===== src/rtl/hawk_lkup_arb_if.sv =====
// Hawk lookup arbiter bus: requester handshakes, page read manager lookup port and responses.
// master = requesters / page read manager side, slave = arbiter.
interface hawk_lkup_arb_if #(
    parameter int unsigned ADDR_W = 40
);
    localparam int unsigned PN_W = ADDR_W - 12;

    logic                init_done;
    logic [2:0]          req_valid;
    logic [3*PN_W-1:0]   req_hppa;
    logic [2:0]          req_zero_blk;
    logic [2:0]          req_ready;
    logic                pgrd_mngr_ready;
    logic                lkup_valid;
    logic [PN_W-1:0]     lkup_hppa;
    logic                lkup_zero_blk;
    logic                trnsl_valid;
    logic [PN_W-1:0]     trnsl_ppa;
    logic [2:0]          rsp_valid;
    logic [PN_W-1:0]     rsp_ppa;
    logic                rsp_err;
    logic [2:0]          arb_state;

    modport master (
        output init_done, req_valid, req_hppa, req_zero_blk, pgrd_mngr_ready,
        output trnsl_valid, trnsl_ppa,
        input  req_ready, lkup_valid, lkup_hppa, lkup_zero_blk,
        input  rsp_valid, rsp_ppa, rsp_err, arb_state
    );

    modport slave (
        input  init_done, req_valid, req_hppa, req_zero_blk, pgrd_mngr_ready,
        input  trnsl_valid, trnsl_ppa,
        output req_ready, lkup_valid, lkup_hppa, lkup_zero_blk,
        output rsp_valid, rsp_ppa, rsp_err, arb_state
    );
endinterface


===== src/rtl/hawk_lkup_arb.sv =====
// Round-robin arbiter sharing the page read manager ATT lookup port between cpu rd, cpu wr, cmd.
// Optional lookup watchdog enabled by defining HAWK_LKUP_TIMEOUT_EN.
module hawk_lkup_arb #(
    parameter int unsigned ADDR_W  = 40,
    parameter int unsigned TIMEOUT = 1024
) (
    input  logic           clk_i,
    input  logic           rst_ni,
    hawk_lkup_arb_if.slave bus
);
    localparam int unsigned PN_W = ADDR_W - 12;

    typedef enum logic [2:0] {
        StIdle  = 3'd0,
        StArb   = 3'd1,
        StIssue = 3'd2,
        StWait  = 3'd3,
        StResp  = 3'd4
    } state_e;

    state_e          state_q, state_d;
    logic [1:0]      rr_ptr_q, rr_ptr_d;
    logic [1:0]      winner_q, winner_d;
    logic [PN_W-1:0] hppa_q, hppa_d;
    logic            zero_blk_q, zero_blk_d;
    logic [2:0]      rsp_valid_q, rsp_valid_d;
    logic [PN_W-1:0] rsp_ppa_q, rsp_ppa_d;
    logic            rsp_err_q, rsp_err_d;

    logic [2:0]      req_ready;
    logic            lkup_valid;
    logic            grant_any;
    logic [1:0]      grant_idx;
    logic [1:0]      cand0, cand1, cand2;
    logic            to_expire;

    function automatic logic [1:0] rr_next(input logic [1:0] p);
        return (p == 2'd2) ? 2'd0 : p + 2'd1;
    endfunction

    // Scan the three requesters starting at rr_ptr, wrapping modulo 3.
    always_comb begin
        cand0     = rr_ptr_q;
        cand1     = rr_next(cand0);
        cand2     = rr_next(cand1);
        grant_any = 1'b1;
        grant_idx = cand0;
        if (bus.req_valid[cand0]) begin
            grant_idx = cand0;
        end else if (bus.req_valid[cand1]) begin
            grant_idx = cand1;
        end else if (bus.req_valid[cand2]) begin
            grant_idx = cand2;
        end else begin
            grant_any = 1'b0;
        end
    end

`ifdef HAWK_LKUP_TIMEOUT_EN
    logic [15:0] to_cnt_q;

    // Held at zero outside WAIT so every entry into WAIT starts a fresh count.
    always_ff @(posedge clk_i or negedge rst_ni) begin
        if (!rst_ni) begin
            to_cnt_q <= '0;
        end else if (state_q != StWait) begin
            to_cnt_q <= '0;
        end else begin
            to_cnt_q <= to_cnt_q + 16'd1;
        end
    end

    assign to_expire = (to_cnt_q == 16'(TIMEOUT - 1));
`else
    assign to_expire = 1'b0;
`endif

    always_comb begin
        state_d     = state_q;
        rr_ptr_d    = rr_ptr_q;
        winner_d    = winner_q;
        hppa_d      = hppa_q;
        zero_blk_d  = zero_blk_q;
        rsp_valid_d = '0;
        rsp_ppa_d   = rsp_ppa_q;
        rsp_err_d   = rsp_err_q;
        req_ready   = '0;
        lkup_valid  = 1'b0;

        case (state_q)
            StIdle: begin
                if (bus.init_done) begin
                    state_d = StArb;
                end
            end
            StArb: begin
                if (grant_any) begin
                    req_ready[grant_idx] = 1'b1;
                    winner_d             = grant_idx;
                    hppa_d               = bus.req_hppa[grant_idx*PN_W +: PN_W];
                    zero_blk_d           = bus.req_zero_blk[grant_idx];
                    state_d              = StIssue;
                end
            end
            StIssue: begin
                if (bus.pgrd_mngr_ready) begin
                    lkup_valid = 1'b1;
                    state_d    = StWait;
                end
            end
            StWait: begin
                // A translation arriving on the expiry cycle still wins.
                if (bus.trnsl_valid) begin
                    rsp_valid_d = 3'b001 << winner_q;
                    rsp_ppa_d   = bus.trnsl_ppa;
                    rsp_err_d   = 1'b0;
                    state_d     = StResp;
                end else if (to_expire) begin
                    rsp_valid_d = 3'b001 << winner_q;
                    rsp_ppa_d   = '0;
                    rsp_err_d   = 1'b1;
                    state_d     = StResp;
                end
            end
            StResp: begin
                rr_ptr_d = rr_next(winner_q);
                state_d  = StArb;
            end
            default: begin
                state_d = StIdle;
            end
        endcase
    end

    always_ff @(posedge clk_i or negedge rst_ni) begin
        if (!rst_ni) begin
            state_q     <= StIdle;
            rr_ptr_q    <= '0;
            winner_q    <= '0;
            hppa_q      <= '0;
            zero_blk_q  <= 1'b0;
            rsp_valid_q <= '0;
            rsp_ppa_q   <= '0;
            rsp_err_q   <= 1'b0;
        end else begin
            state_q     <= state_d;
            rr_ptr_q    <= rr_ptr_d;
            winner_q    <= winner_d;
            hppa_q      <= hppa_d;
            zero_blk_q  <= zero_blk_d;
            rsp_valid_q <= rsp_valid_d;
            rsp_ppa_q   <= rsp_ppa_d;
            rsp_err_q   <= rsp_err_d;
        end
    end

    assign bus.req_ready     = req_ready;
    assign bus.lkup_valid    = lkup_valid;
    assign bus.lkup_hppa     = hppa_q;
    assign bus.lkup_zero_blk = zero_blk_q;
    assign bus.rsp_valid     = rsp_valid_q;
    assign bus.rsp_ppa       = rsp_ppa_q;
    assign bus.rsp_err       = rsp_err_q;
    assign bus.arb_state     = state_q;
endmodule


===== src/flat_wrapper.sv =====
// flat-port wrapper written by rule: the top's interface ports become plain ports
module hawk_lkup_arb_flat 
#(
    parameter int unsigned ADDR_W  = 40,
    parameter int unsigned TIMEOUT = 1024
)
  (clk_i, rst_ni, bus_init_done, bus_req_valid, bus_req_hppa, bus_req_zero_blk, bus_pgrd_mngr_ready, bus_trnsl_valid, bus_trnsl_ppa, bus_req_ready, bus_lkup_valid, bus_lkup_hppa, bus_lkup_zero_blk, bus_rsp_valid, bus_rsp_ppa, bus_rsp_err, bus_arb_state);
  hawk_lkup_arb_if #(.ADDR_W(ADDR_W)) bus_i ();
  input  logic clk_i;
  input  logic rst_ni;
  input wire logic [$bits(bus_i.init_done)-1:0] bus_init_done;
  input wire logic [$bits(bus_i.req_valid)-1:0] bus_req_valid;
  input wire logic [$bits(bus_i.req_hppa)-1:0] bus_req_hppa;
  input wire logic [$bits(bus_i.req_zero_blk)-1:0] bus_req_zero_blk;
  input wire logic [$bits(bus_i.pgrd_mngr_ready)-1:0] bus_pgrd_mngr_ready;
  input wire logic [$bits(bus_i.trnsl_valid)-1:0] bus_trnsl_valid;
  input wire logic [$bits(bus_i.trnsl_ppa)-1:0] bus_trnsl_ppa;
  output wire logic [$bits(bus_i.req_ready)-1:0] bus_req_ready;
  output wire logic [$bits(bus_i.lkup_valid)-1:0] bus_lkup_valid;
  output wire logic [$bits(bus_i.lkup_hppa)-1:0] bus_lkup_hppa;
  output wire logic [$bits(bus_i.lkup_zero_blk)-1:0] bus_lkup_zero_blk;
  output wire logic [$bits(bus_i.rsp_valid)-1:0] bus_rsp_valid;
  output wire logic [$bits(bus_i.rsp_ppa)-1:0] bus_rsp_ppa;
  output wire logic [$bits(bus_i.rsp_err)-1:0] bus_rsp_err;
  output wire logic [$bits(bus_i.arb_state)-1:0] bus_arb_state;
  assign bus_i.init_done = bus_init_done;
  assign bus_i.req_valid = bus_req_valid;
  assign bus_i.req_hppa = bus_req_hppa;
  assign bus_i.req_zero_blk = bus_req_zero_blk;
  assign bus_i.pgrd_mngr_ready = bus_pgrd_mngr_ready;
  assign bus_i.trnsl_valid = bus_trnsl_valid;
  assign bus_i.trnsl_ppa = bus_trnsl_ppa;
  assign bus_req_ready = bus_i.req_ready;
  assign bus_lkup_valid = bus_i.lkup_valid;
  assign bus_lkup_hppa = bus_i.lkup_hppa;
  assign bus_lkup_zero_blk = bus_i.lkup_zero_blk;
  assign bus_rsp_valid = bus_i.rsp_valid;
  assign bus_rsp_ppa = bus_i.rsp_ppa;
  assign bus_rsp_err = bus_i.rsp_err;
  assign bus_arb_state = bus_i.arb_state;
  hawk_lkup_arb #(.ADDR_W(ADDR_W), .TIMEOUT(TIMEOUT)) u_core (.clk_i(clk_i), .rst_ni(rst_ni), .bus(bus_i));
endmodule

===== config.mk =====
export PLATFORM = sky130hd
export DESIGN_NAME = hawk_lkup_arb_flat
export DESIGN_NICKNAME = d
export VERILOG_FILES = /design/src/rtl/hawk_lkup_arb_if.sv /design/src/rtl/hawk_lkup_arb.sv /design/src/flat_wrapper.sv
export SDC_FILE = /design/constraint.sdc
export NUM_CORES = 1
export LEC_CHECK = 0
export BUFFER_PORTS_ARGS = -buffer_cell sky130_fd_sc_hd__buf_2
export CORE_UTILIZATION = 49
export DETAILED_ROUTE_END_ITERATION = 10
export PLACE_DENSITY = 0.86
export SLEW_MARGIN = 20
export SYNTH_ARGS = -nofsm -noshare
export SYNTH_HDL_FRONTEND = slang
export SYNTH_SLANG_ARGS = --single-unit

===== constraint.sdc =====
create_clock -name clk_i -period 3.25 [get_ports clk_i]
set_clock_uncertainty 0.15 [all_clocks]
set_input_delay 0.65 -clock clk_i [delete_from_list [all_inputs] [get_ports clk_i]]
set_output_delay 0.65 -clock clk_i [all_outputs]
set_load 0.05 [all_outputs]

==> reports/qor_table.md, run 1 <==
| Result | This run |
|---|---|
| Run status | complete, no violations |
| Remaining routing DRC violations | 0 |
| Top achievable clock speed | 372 MHz |
| Leakage dissipation | 2.52 nW |
| Number of top-level pins | 191 |
| Area fraction of the dominant cell type after synthesis | 0.457 |
| Number of nets in the final layout | 681 |
| DPL Wire Length | 7490 µm |
| Final weighted congestion in routability-driven placement | 0.788 |
| DIE HEIGHT | 88.5 µm |
| Number of antenna violations at the first check in global routing | 0 |
| Clock tree from TritonCTS | built |
| Final cell area excluding filler cells | 0.00481 mm² |
| Most common library cell in the layout ignoring fill and taps | buf_2 |
| Hold Vio Cnt, Final | 0 |
| Wire length reported by the detailed router | 10800 µm |
| Commonest cells after routing, fill and taps aside | buf_2, nand2_1, dfrtp_1 |
| Origin of the critical flop-to-flop path | u_core.bus.arb_state[1] |
| Total CTS buffers | 9 |
| Hold buffer count at CTS | 0 |
| Antenna viol nets, final | 0 |
| Xor and xnor area share after synthesis | 0 |
| Startpoint type of the worst setup path | flip-flop |
| Placed cell areas | 0.00463 mm² |
| Count of cells resized by post-cts repair | 0 |
| Crit Path Max Fanout | 7 |
| Full die area | 0.00783 mm² |
| Required time of the critical path | 2.45 ns |
| Gr ovfl total | 0 |
| Number of global-route vias before repair | 3324 |
| Top cell type by total area after synthesis | dfrtp_1 |
| Power Dens Cells | 1060 mW/mm² |
| H-Tree Depth | 3 |
| Critical register-to-register path endpoint | u_core.bus.lkup_hppa[0] |
| IO buf count | 189 |
| Length of the first detailed-routing pass in iterations | 4 |
| Area growth syn-to-layout | 31.1% |
| Category of the most critical setup path | reg -> out |
| Worst rel slew slack | 0.358 |
| Clock period minus final worst setup slack | 2.69 ns |
| Largest family of logic cells by synthesized area | compound AO/OA/AOI/OAI gates |
| Number of slew-limit violations in the final report | 0 |
| Count of final setup violators | 0 |
| Pin count of the biggest net entering global routing | 59 |
| Final cycle utilization of the critical path | 0.828 |
| Fraction of layout cells with a size suffix above 1 | 0.439 |
| Maximum resistive drop on vdd | 0.656 mV |
| Slew at the pin closest to its max-slew limit | 0.963 ns |
| Crit. Startpoint | u_core.cand0[1] |
| Simple-gate area share of the yosys netlist | 0.234 |
| Number of max-capacitance violations reported | 0 |
| Filler Cells Inserted | 609 |
| Sum of negative setup slack | 0 ns |
| Dominant cells by area after synthesis | dfrtp_1, nand2_1, o211ai_1, a32oi_1, o211ai_2 |
| Clock Tree Buf Depth | 2 |
| Post-CTS setup buffer count | 0 |
| Library cells used by synthesis | 38 |
| Crit end category | output pin |
| Detailed router's first-iteration violation count | 280 |
| Post-synthesis share of cell area spent on full adders, half adders and majority gates | 0 |
| Number of sinks driven by the clock tree | 67 |
| First-pass GRT wire length | 15900 µm |
| Synthesized-area fraction occupied by ao, oa, aoi and oai cells | 0.242 |
| Gate count of the mapped netlist | 390 |
| Detailed-route vias per instance | 5.78 |
| Post-synthesis mux area share | 0.00307 |
| Vias after detailed routing | 3825 |
| Core region area | 0.00725 mm² |
| Internal reg-to-reg setup slack | 1.03 ns |
| Total global routing track utilization | 0.270 |
| Warnings from Yosys | 0 |
| Final Core Density | 0.663 |
| Row cnt | 31 |
| Clock latency reported for the late side of the worst-skew pair | 0.34 ns |
| Setup repair after global routing missed its margin | false |
| Class of the tightest hold or removal check | in -> async |
| Data arrival time of the critical path | 1.89 ns |
| Syn Std Cell Area | 0.00367 mm² |
| Synthesized Nets | 513 |
| Root Buffer Master | clkbuf_8 |
| Chip Width | 88.5 µm |
| Clock slew at the register clock pins of the worst setup and hold paths | 0.08 ns |
| Starting density of the core | 0.506 |
| WL per Instance | 16.3 µm |
| Count of antenna diodes in the layout | 0 |
| Flip-flop and latch count after synthesis | 67 |
| Sequential cell area fraction in the yosys report | 0.457 |
| Register-to-Register Path Depth | 6 |
| Synthesized area per cell | 9.40 µm² |
-- layer usage --
layer / global-route usage / vias to the layer above / part of all wire
met1: 0.339 / 1817 / 0.40
met4: 0.101 / 0 / 0.013
met3: 0.0700 / 17 / 0.095
li1: - / 1789 / -
met5: 0 / - / 0
met2: 0.448 / 202 / 0.49
-- synthesized netlist by cell type --
cell and number:
or2_4 1, a32oi_1 29, o21bai_1 1, nor4bb_1 1
dfrtp_1 67, o211ai_2 20, o211ai_1 38, o21ai_1 1
clkbuf_2 1, nor3b_1 1, a21boi_1 1, nor2_1 6
inv_1 3, or2_1 1, o311ai_0 1, nand4b_1 1
nand2_1 91, nand3_1 1, and3_1 29, buf_2 15
nand2b_1 2, a21oi_1 1, a21boi_0 1, nor3_1 2
nor3b_2 1, a32o_2 1, o21ai_2 2, o31ai_1 1
mux2_2 1, conb_1 1, buf_6 3, nor3b_4 1
buf_4 2, o21ai_0 4, clkbuf_1 24, nor2b_1 3
and2_1 2, nand4_1 29
-- worst max-delay path by stage --
stage	to	slack, ns	cells past startpoint
floorplan	bus_lkup_valid	0.06	2
finish	bus_req_ready[0]	0.56	5
global route	bus_req_ready[0]	0.45	5
CTS	bus_req_ready[0]	0.55	5
detailed placement	bus_req_ready[0]	0.66	6
global placement	bus_req_ready[0]	0.70	6
-- report_power, final --
| part | total (mW) | switching [mW] | internal, mW |
|---|---|---|---|
| registers | 1.44 | 0.235 | 1.21 |
| clock network | 0.632 | 0.350 | 0.282 |
| logic | 3.04 | 2.25 | 0.795 |
-- layout make-up --
type / count / area [µm²] / area share
clock buffer: 9 / 124 / 0.0258
clock inverter: 7 / 52.6 / 0.0109
inverter: 3 / 11.3 / 0.00234
multi-input combinational: 275 / 1780 / 0.370
sequential: 67 / 1680 / 0.349
tap: 99 / 124 / 0.0258
timing repair buffer: 202 / 1040 / 0.217
-- state kept, by name (all words and copies together) (netlist names) --
register / count
u_core.winner_q: 2
u_core.bus.lkup_zero_blk: 1
u_core.bus.rsp_ppa: 28
u_core.bus.rsp_valid: 3
u_core.bus.arb_state: 3
u_core.bus.lkup_hppa: 28
u_core.cand0: 2
-- cell families after synthesis --
logic type      count (synthesis)
mux                             1
other cells                     1
compound gates                101
simple gates                  172
buf+inv                        48
flops                          67
-- metrics by stage --
| step | power, mW | setup WS (ns) | hold WS, ns | std cells |
|---|---|---|---|---|
| final | 5.12 | 0.560 | 0.295 | 662 |
| after global routing | 5.42 | 0.454 | 0.330 | 662 |
| after CTS | 5.15 | 0.549 | 0.308 | 662 |
| after detailed placement | 4.50 | 0.657 | 0.299 | 646 |
| after global placement | 4.43 | 0.699 | 0.303 | 646 |
| after floorplan | 3.79 | 0.0616 | 0.204 | 390 |
-- worst max-delay path, stage by stage, from the launching register on --
cell	delay (ns)
dfrtp_1	0.47
nand2b_1	0.18
a32o_2	0.29
or2_4	0.24
nor2_1	0.09
buf_2	0.28
No activity file was read; power rests on OpenSTA's default activity.
==> inputs of run 2 (changes only) <==
--- a/config.mk
+++ b/config.mk
@@ -5,10 +5,11 @@
 export SDC_FILE = /design/constraint.sdc
 export NUM_CORES = 1
 export LEC_CHECK = 0
+export ABC_AREA = 1
 export BUFFER_PORTS_ARGS = -buffer_cell sky130_fd_sc_hd__buf_2
-export CORE_UTILIZATION = 49
+export CORE_UTILIZATION = 41
 export DETAILED_ROUTE_END_ITERATION = 10
-export PLACE_DENSITY = 0.86
+export PLACE_DENSITY = 0.76
 export SLEW_MARGIN = 20
 export SYNTH_ARGS = -nofsm -noshare
 export SYNTH_HDL_FRONTEND = slang
==> constraint.sdc (replaced) <==
create_clock -name clk_i -period 2.4 [get_ports clk_i]
set_clock_uncertainty 0.15 [all_clocks]
set_input_delay 0.48 -clock clk_i [delete_from_list [all_inputs] [get_ports clk_i]]
set_output_delay 0.48 -clock clk_i [all_outputs]
set_load 0.05 [all_outputs]
==> run 2 against run 1 <==
Against the previous run:
- the flow now finishes with violations (negative setup slack)
- register-to-register slack worse by 0.87 ns
- hold slack worse by 0.11 ns
- largest cell class unchanged
- first-iteration DRC count down 52%
- total power up 70%
- critical path type unchanged
==> reports/qor_table.md, run 2 <==
| Result | This run |
|---|---|
| Run status | finished with violations |
| Violated checks | negative setup slack |
| Detailed router's first-iteration violation count | 135 |
| Final cell area excluding filler cells | 0.00504 mm² |
| Gate count of the mapped netlist | 553 |
| Required time of the critical path | 1.77 ns |
| Length of the first detailed-routing pass in iterations | 4 |
| Power share of the sequential group | 0.224 |
| Clock Tree Buf Depth | 2 |
| Setup repair after global routing missed its margin | true |
| Commonest cells after routing, fill and taps aside | nand2_1, buf_2, nor2_1 |
| Top achievable clock speed | 401 MHz |
| Register-to-Register Path Depth | 13 |
| Data arrival time of the critical path | 1.86 ns |
| Chip Width | 96.9 µm |
| Hold Crit Endpoint | u_core.bus.rsp_ppa[21] |
| Final cycle utilization of the critical path | 1.04 |
| Count of antenna diodes in the layout | 0 |
| Number of antenna violations at the first check in global routing | 0 |
| Cell with the most instances after synthesis | nand2_1 |
| Number of nets in the final layout | 869 |
| Max stage delay on crit path | 0.47 ns |
| First-pass GRT wire length | 16700 µm |
| Leakage dissipation | 3.05 nW |
| Root Buffer Master | clkbuf_8 |
| Most used flip-flop cell after synthesis | dfrtp_1 |
| Cell-by-cell trace of the critical path | nor2_4 > inv_2 > nor2_4 > nor2_4 > nand3_1 > nand2_2 > nor2_4 > and2_4 > buf_8 |
| Synthesized area per cell | 6.67 µm² |
| Share of synthesized registers carrying an async set or reset | 1.00 |
| Remaining routing DRC violations | 0 |
| Clock latency reported for the late side of the worst-skew pair | 0.34 ns |
| Part of the power in the clock network | 0.107 |
| Power Dens Cells | 1720 mW/mm² |
| Most common library cell in the layout ignoring fill and taps | nand2_1 |
| Total global routing track utilization | 0.219 |
| Dominant cells by area after synthesis | dfrtp_1, nand2_1, nor2_1, nand3_1, inv_1 |
| Slew at the pin closest to its max-slew limit | 0.806 ns |
| Internal reg-to-reg setup slack | 0.16 ns |
| Setup slack after layout | -0.0948 ns |
| Sum of negative setup slack | -0.212 ns |
| IO buf count | 189 |
| Detailed-route vias per instance | 4.67 |
| Switching pwr | 4.90 mW |
| Synthesized Nets | 676 |
| Clock period minus final worst setup slack | 2.49 ns |
| Most frequent CP cell | nor2_4 |
| Row cnt | 34 |
| Clock slew at the register clock pins of the worst setup and hold paths | 0.08 ns |
| Placed cell areas | 0.00468 mm² |
| Number of sinks driven by the clock tree | 67 |
| Top cell type by total area after synthesis | dfrtp_1 |
| Number of slew-limit violations in the final report | 0 |
| Count of flip-flops with a built-in enable after synthesis | 0 |
| Maximum resistive drop on vdd | 0.917 mV |
| Antenna viol nets, final | 0 |
| Library cells used by synthesis | 24 |
| Wire length reported by the detailed router | 10200 µm |
| Number of global-route vias before repair | 3792 |
| Worst setup slack before clock tree synthesis | 0.109 ns |
| Hold Vio Cnt, Final | 0 |
| Flip-flop and latch count after synthesis | 67 |
| Internal | 3.79 mW |
| Area fraction of the dominant cell type after synthesis | 0.454 |
| Count of final setup violators | 3 |
| Total CTS buffers | 9 |
| Most frequent cells after synthesis | nand2_1, nor2_1, dfrtp_1 |
| Starting density of the core | 0.423 |
| Standard cell with the maximum stage delay on the critical path | dfrtp_2 |
| H-Tree Depth | 3 |
| Number of max-capacitance violations reported | 0 |
| DIE HEIGHT | 96.9 µm |
| Sequential cell area fraction in the yosys report | 0.454 |
| Number of top-level pins | 191 |
| Full die area | 0.00939 mm² |
| Core region area | 0.00872 mm² |
| Worst rel slew slack | 0.462 |
| Combinational cell fraction of total power | 0.669 |
| Warnings from Yosys | 0 |
| Startpoint type of the worst setup path | flip-flop |
| DPL Wire Length | 7270 µm |
| Pin count of the biggest net entering global routing | 55 |
| Fraction of layout cells with a size suffix above 1 | 0.335 |
| WL per Instance | 11.9 µm |
| Critical register-to-register path endpoint | u_core.bus.lkup_hppa[19] |
| Crit Path Max Fanout | 6 |
| Launch point of the worst hold path | bus_trnsl_ppa[21] |
| Hold path cells | 3 |
| Crit end category | output pin |
| Syn Std Cell Area | 0.00369 mm² |
| Origin of the critical flop-to-flop path | u_core.cand0[0] |
| Category of the most critical setup path | reg -> out |
| Gr ovfl total | 0 |
| Final weighted congestion in routability-driven placement | 0.841 |
| Class of the tightest hold or removal check | in -> reg |
| Sw frac | 0.564 |
| Area growth syn-to-layout | 36.6% |
| Vias after detailed routing | 4005 |
| Clock tree from TritonCTS | built |
==> run 2: how the worst max path moves through the flow <==
stage	startpoint	end	slack [ns]	cells past startpoint
4_1_cts	u_core.cand0[1]	bus_req_ready[1]	-0.08	9
3_5_place_dp	u_core.cand0[0]	bus_req_ready[0]	0.11	9
5_1_grt	u_core.cand0[1]	bus_req_ready[0]	-0.18	9
6_report	u_core.cand0[0]	bus_req_ready[0]	-0.09	9
2_1_floorplan	u_core.bus.arb_state[2]	bus_req_ready[0]	0.007	5
3_3_place_gp	bus_req_valid[2]	bus_req_ready[0]	0.17	10
==> run 2: through the flow <==
stage	utilization	power, mW	cells	hold WS [ns]
2_1_floorplan	-	6.33	553	0.0344
3_3_place_gp	0.536	7.25	833	0.118
3_5_place_dp	0.536	7.39	833	0.123
4_1_cts	0.566	8.48	853	0.168
5_1_grt	0.578	9.38	858	0.176
6_report	0.578	8.69	858	0.184
==> run 2: final cells by class <==
cell class                 count  area [µm²]
inverter                      44         165
clock inverter                 5        53.8
tap                          108         135
multi-input combinational    414        1730
timing repair buffer         210        1140
sequential                    67        1680
fill                         813        3680
clock buffer                  10         138
==> run 2: metal layers <==
layer	vias to the layer above	routed length [µm]	part of all wire	track usage
met1	1781	4480	0.44	0.266
li1	2039	-	-	-
met2	166	4820	0.47	0.375
met5	-	0	0	0
met3	19	738	0.072	0.0527
met4	0	194	0.019	0.0873
==> run 2: timing repair <==
item / in CTS / in global routing
resized for setup: 12 / 20
pin swaps: 4 / 15
setup endpoints to repair: 3 / 17
hold buffers: 1 / 0
buffers inserted: 4 / 5
hold endpoints to repair: 1 / 0
==> run 2: critical path, delay by kind of cell, from the launching register on <==
kind	cells	cell delay (ns)
simple gates	7	0.82
buf+inv	2	0.22
flops	1	0.47
==> run 2: logic make-up (layout without fill, tap and decap cells) <==
| family | after synthesis | in the layout | synth area share |
|---|---|---|---|
| AOI/OAI and AO/OA | 11 | 11 | 0.0156 |
| buffers and inverters | 72 | 269 | 0.0949 |
| DFF | 67 | 67 | 0.454 |
| other | 1 | 1 | 0.00102 |
| and+or+nand+nor | 402 | 402 | 0.434 |
==> run 2: power by group through the flow <==
stage	Sequential [mW]	Combinational, mW	Clock [mW]
final	1.95	5.81	0.930
after global routing	2.01	6.36	1.00
after CTS	1.95	5.58	0.951
after detailed placement	1.94	5.45	0
after global placement	1.92	5.33	0
after floorplan	3.52	2.80	0
